==> src/rtl/rshift_deser.sv <==
// Serial-in, parallel-out receiver: frames sin_bit into WIDTH-bit words on a
// start-of-frame marker and queues them in a small FIFO with valid/ready output.
module rshift_deser #(
    parameter int unsigned WIDTH     = 8,
    parameter int unsigned DEPTH     = 2,
    parameter bit          MSB_FIRST = 1'b1
) (
    input  logic                     clk,
    input  logic                     rstn,
    input  logic                     sin_valid,
    input  logic                     sin_bit,
    input  logic                     sin_sof,
    output logic [WIDTH-1:0]         op_data,
    output logic                     op_valid,
    input  logic                     op_ready,
    output logic [$clog2(DEPTH):0]   fifo_cnt,
    output logic                     overrun,
    output logic                     frame_err,
    input  logic                     clr_err
);

    localparam int unsigned AW = $clog2(DEPTH);
    localparam int unsigned CW = $clog2(WIDTH + 1);

    typedef enum logic {
        IDLE,
        SHIFT
    } state_e;

    state_e           state_q, state_d;
    logic [CW-1:0]    bit_cnt_q, bit_cnt_d;
    logic [WIDTH-1:0] shreg_q, shreg_d;
    logic [WIDTH-1:0] mem_q [DEPTH];
    logic [WIDTH-1:0] mem_d [DEPTH];
    logic [AW-1:0]    wr_ptr_q, wr_ptr_d;
    logic [AW-1:0]    rd_ptr_q, rd_ptr_d;
    logic [AW:0]      cnt_q, cnt_d;
    logic [WIDTH-1:0] op_data_q, op_data_d;
    logic             op_valid_q, op_valid_d;
    logic             overrun_q, overrun_d;
    logic             frame_err_q, frame_err_d;

    logic             push, push_ok, pop, full, sof_err;
    logic [WIDTH-1:0] base, shifted;
    logic [AW-1:0]    head_idx;
    logic [AW:0]      remain;

    // Word assembly: a sof always restarts from a cleared register as bit 0.
    always_comb begin
        state_d   = state_q;
        bit_cnt_d = bit_cnt_q;
        shreg_d   = shreg_q;
        push      = 1'b0;
        sof_err   = 1'b0;
        base      = sin_sof ? '0 : shreg_q;
        if (MSB_FIRST) begin
            shifted = {base[WIDTH-2:0], sin_bit};
        end else begin
            shifted = {sin_bit, base[WIDTH-1:1]};
        end
        if (sin_valid) begin
            if (sin_sof) begin
                sof_err   = (state_q == SHIFT) && (bit_cnt_q != '0);
                state_d   = SHIFT;
                bit_cnt_d = CW'(1);
                shreg_d   = shifted;
            end else if (state_q == SHIFT) begin
                shreg_d = shifted;
                if (bit_cnt_q == CW'(WIDTH - 1)) begin
                    push      = 1'b1;
                    bit_cnt_d = '0;
                end else begin
                    bit_cnt_d = bit_cnt_q + CW'(1);
                end
            end
        end
    end

    // FIFO bookkeeping; op_data is preloaded with whatever becomes head next cycle,
    // taking the word being pushed when no older entry survives the pop.
    always_comb begin
        pop      = op_valid_q && op_ready;
        full     = (cnt_q == (AW+1)'(DEPTH));
        push_ok  = push && (!full || pop);
        mem_d    = mem_q;
        if (push_ok) begin
            mem_d[wr_ptr_q] = shifted;
        end
        wr_ptr_d   = push_ok ? wr_ptr_q + AW'(1) : wr_ptr_q;
        rd_ptr_d   = pop ? rd_ptr_q + AW'(1) : rd_ptr_q;
        head_idx   = rd_ptr_d;
        cnt_d      = cnt_q + (AW+1)'(push_ok) - (AW+1)'(pop);
        remain     = cnt_q - (AW+1)'(pop);
        op_valid_d = (cnt_d != '0);
        op_data_d  = op_data_q;
        if (cnt_d != '0) begin
            op_data_d = (remain == '0) ? shifted : mem_q[head_idx];
        end
        overrun_d   = (push && !push_ok) ? 1'b1 : (clr_err ? 1'b0 : overrun_q);
        frame_err_d = sof_err ? 1'b1 : (clr_err ? 1'b0 : frame_err_q);
    end

    always_ff @(posedge clk or negedge rstn) begin
        if (!rstn) begin
            state_q     <= IDLE;
            bit_cnt_q   <= '0;
            shreg_q     <= '0;
            for (int unsigned i = 0; i < DEPTH; i++) begin
                mem_q[i] <= '0;
            end
            wr_ptr_q    <= '0;
            rd_ptr_q    <= '0;
            cnt_q       <= '0;
            op_data_q   <= '0;
            op_valid_q  <= 1'b0;
            overrun_q   <= 1'b0;
            frame_err_q <= 1'b0;
        end else begin
            state_q     <= state_d;
            bit_cnt_q   <= bit_cnt_d;
            shreg_q     <= shreg_d;
            mem_q       <= mem_d;
            wr_ptr_q    <= wr_ptr_d;
            rd_ptr_q    <= rd_ptr_d;
            cnt_q       <= cnt_d;
            op_data_q   <= op_data_d;
            op_valid_q  <= op_valid_d;
            overrun_q   <= overrun_d;
            frame_err_q <= frame_err_d;
        end
    end

    assign op_data   = op_data_q;
    assign op_valid  = op_valid_q;
    assign fifo_cnt  = cnt_q;
    assign overrun   = overrun_q;
    assign frame_err = frame_err_q;

endmodule

==> config.mk <==
export PLATFORM = sky130hd
export DESIGN_NAME = rshift_deser
export DESIGN_NICKNAME = d
export VERILOG_FILES = /design/src/rtl/rshift_deser.sv
export SDC_FILE = /design/constraint.sdc
export NUM_CORES = 1
export LEC_CHECK = 0
export BUFFER_PORTS_ARGS = -buffer_cell sky130_fd_sc_hd__buf_2
export CAP_MARGIN = 20
export CELL_PAD_IN_SITES_DETAIL_PLACEMENT = 0
export CELL_PAD_IN_SITES_GLOBAL_PLACEMENT = 2
export CORE_ASPECT_RATIO = 0.5
export CORE_MARGIN = 4
export CORE_UTILIZATION = 44
export CTS_BUF_LIST = sky130_fd_sc_hd__clkbuf_8
export CTS_CLUSTER_SIZE = 10
export DETAILED_ROUTE_END_ITERATION = 8
export PLACE_DENSITY = 0.95
export SLEW_MARGIN = 20
export SYNTH_ARGS = -nofsm -noshare
export SYNTH_HDL_FRONTEND = slang
export SYNTH_SLANG_ARGS = --single-unit
==> constraint.sdc <==
create_clock -name clk -period 6.7 [get_ports clk]
set_clock_uncertainty 0.1 [all_clocks]
set_input_delay 1.005 -clock clk [delete_from_list [all_inputs] [get_ports clk]]
set_output_delay 1.005 -clock clk [all_outputs]
set_load 0.005 [all_outputs]
==> results_dict.tcl <==
set metrics [dict create \
    r2r_cells 9 \
    synthToLayoutAreaGrowth_pct 11.4 \
    critical_path_arrival_ns 3.52 \
    num_io_pins 20 \
    yosys.area.top_type "dfrtp_1" \
    htree_levels 2 \
    synth_edf_count 0 \
    first_pass_iters 4 \
    power_switching_w 0.000280 \
    grt_usage 0.159 \
    power_frac_comb 0.347 \
    hpwl_um 3080 \
    layout_min_cycle_time_ns 3.44 \
    grt_pass1_vias 1474 \
    vdd_drop_max_v 0.000128 \
    coreArea_mm2 0.00455 \
    final_nets 215 \
    cts_tree "yes" \
    synthTopCellsByArea "dfrtp_1, mux2_2, o21ai_0" \
    setup_viol 0 \
    pre_cts_slack_ns 2.91 \
    synthArstFlopShare 1.00 \
    grt_pass1_wl_um 7630 \
    relSlewSlack 0.362 \
    holdBufCountCts 0 \
    switching_share 0.345 \
    fill_cells 432 \
    p_clk_frac 0.224 \
    row_count 17 \
    vias 1482 \
    hold_depth 1 \
    finalCoreUtilization 0.524 \
    drv_cap 0 \
    drtAntennaViolNets 0 \
    tns_ns 0 \
    hold_viol_final 0 \
    reg2reg_to "op_data[4]$_DFFE_PN0P_" \
    vias_per_cell 5.45 \
    slowest_delay_ns 0.51 \
    endpoint_kind "register" \
    drt-wirelength-per-cell_um 16.4 \
    power_leakage_nw 1.08 \
    min_from "op_data[7]$_DFFE_PN0P_" \
    ys_warn_count 0 \
    cts_num_sinks 43 \
    synthCells 190 \
    drive_gt1_frac 0.320 \
    critical_path.startpoint_type "input port" \
    synth_cell_types 42 \
    drc 0 \
    cts_buffers 5 \
    outcome "finished, final reports clean" \
    overflow 0 \
    synth_seq_cells 43 \
    min_path_type "reg -> reg" \
    synth-main-ff-cell "dfrtp_1" \
    fin_crit_sh 0.513 \
    dieArea_mm2 0.00612 \
    place.gp.congestion 0.768 \
    root_buffer "clkbuf_8" \
    criticalPathCategory "in -> reg" \
    required_ns 6.78 \
    cts_repair_resize_count 0 \
    pwr-share-seq 0.429 \
    routed_wl_um 4460 \
    worst_slack_ns 3.26 \
    holdPathEnd "op_data[7]$_DFFE_PN0P_" \
    path_cells "buf_2, nand2_1, o31ai_1, o21ai_0, ha_1, xor2_1, nor2b_1, mux2i_2, mux2_2" \
    clock_latency_ns 0.29 \
    finalMaxSlewViolations 0 \
    die_h_um 57.4 \
    cp_max_fo 15 \
    synth_top_cell_area_share 0.502 \
    dpl-instance-area_mm2 0.00226 \
    grt_max_degree 44 \
    path_clk_slew_ns 0.08 \
    clockBufferDepth 2 \
    synth.avg_cell_area_um2 11.3 \
    n_antenna_cell 0 \
    power_density_mw_per_mm2 340 \
    fmax_ghz 0.291 \
    fin_area_mm2 0.00239 \
    first_iter_violations 51 \
    cpMaxStageDelayCell "o31ai_1" \
    initial_core_util 0.471 \
    syn_area_mm2 0.00214 \
    dp.cells 263 \
    synth_fp_nets 200 \
    io_buffers 19 \
    worstMarginPinSlew_ns 0.949 \
    fp.dieW_um 107 \
    fin_cells 272 \
    antenna_found_initial 0 \
    ys_seq_area_frac 0.502 \
    post_cts_buffers 0 \
    r2r_slack_ns 3.58 \
    rsz0062_at_grt "false" \
    p_int_w 0.000531 \
    reg2reg_from "bit_cnt_q[0]$_DFFE_PN0P_" \
]
power by group through the flow:
stage	Clock, W	Combinational (W)	Sequential (W)
2_1_floorplan	0	0.000212	0.000338
3_3_place_gp	0	0.000272	0.000351
3_5_place_dp	0	0.000280	0.000353
4_1_cts	0.000190	0.000281	0.000348
5_1_grt	0.000201	0.000314	0.000358
6_report	0.000182	0.000282	0.000348
stage by stage:
stage          hold slack (ns)  total power (W)
2_1_floorplan            0.373         0.000551
3_3_place_gp             0.381         0.000622
3_5_place_dp             0.387         0.000633
4_1_cts                  0.410         0.000818
5_1_grt                  0.429         0.000873
6_report                 0.407         0.000812
critical path: cells and delay by family:
kind                       cells  cell delay (ns)
muxes                          2             0.86
AOI/OAI and AO/OA              2             0.70
xor gates and xnor gates       1             0.17
adders and majority gates      1             0.23
and+or+nand+nor                2             0.29
buffers and inverters          1             0.25
kinds of logic after synthesis:
kind of cell             count (synthesis)  share of synthesized area
multiplexers                            26                      0.138
AO/OA/AOI/OAI                           54                      0.168
flip-flops                              43                      0.502
XOR/XNOR                                 2                    0.00817
adder cells (fa/ha/maj)                  3                     0.0175
AND/OR/NAND/NOR                         39                      0.120
buffers and inverters                   23                     0.0461
area by class of cell:
type                            count  area [um2]  area share
Sequential cell                    43        1080       0.451
Tap cell                           66        82.6      0.0346
Clock buffer                        7        96.3      0.0404
Clock inverter                      1        7.51     0.00314
Timing Repair Buffer               20         115      0.0482
Inverter                           11        41.3      0.0173
Multi-Input combinational cell    124         968       0.406
placed cells by master, fill, tap and decap left out, drive strengths merged, types with 3 or more instances in the layout:
cell type and count:
a211oi 8, a21o 3, a2bb2oi 6, a31oi 8, and2b 7, buf 20, clkbuf 7, dfrtp 43
ha 3, inv 11, mux2 25, nand2 3, nand3 11, o21ai 14, o22ai 8
cells in the mapped netlist, drive strengths merged (2+ instances only):
master   count
dfrtp       43
nand3b       2
and2b        7
a211oi       8
clkbuf       8
inv         11
a31oi        8
nor3b        2
mux2        25
nand3       11
and2         2
o21ai       14
o22ai        8
ha           3
nand2        3
a2bb2oi      6
a21o         3
nand2b       2
buf          4
nor2         2
per-layer routing:
layer  GRT usage  wire length [um]  vias to the layer above
met5           0                 0                        -
met4      0.0437                27                        0
met3      0.0452               189                        2
met2       0.231              1920                       25
met1       0.233              2320                      732
li1            -                 -                      723
worst max-delay path by stage:
stage               from                endpoint  slack, ns  depth (start not counted)
6_report       sin_valid  op_data[4]$_DFFE_PN0P_       3.26                          9
4_1_cts        sin_valid  op_data[4]$_DFFE_PN0P_       3.24                          9
2_1_floorplan  sin_valid  op_data[0]$_DFFE_PN0P_       3.58                          8
3_3_place_gp   sin_valid  op_data[3]$_DFFE_PN0P_       3.03                          9
5_1_grt        sin_valid  op_data[5]$_DFFE_PN0P_       3.01                          9
3_5_place_dp   sin_valid  op_data[4]$_DFFE_PN0P_       2.91                          9
registers in the layout, summed over array words and instances, names as in the netlist:
| register | cells |
|---|---|
| state_q | 1 |
| fifo_cnt | 2 |
| overrun | 1 |
| op_data | 8 |
| shreg_q | 7 |
| frame_err | 1 |
| rd_ptr_q | 1 |
| op_valid | 1 |
| bit_cnt_q | 4 |
| mem_q | 16 |
| wr_ptr_q | 1 |
Power figures use the tool's default switching activity.
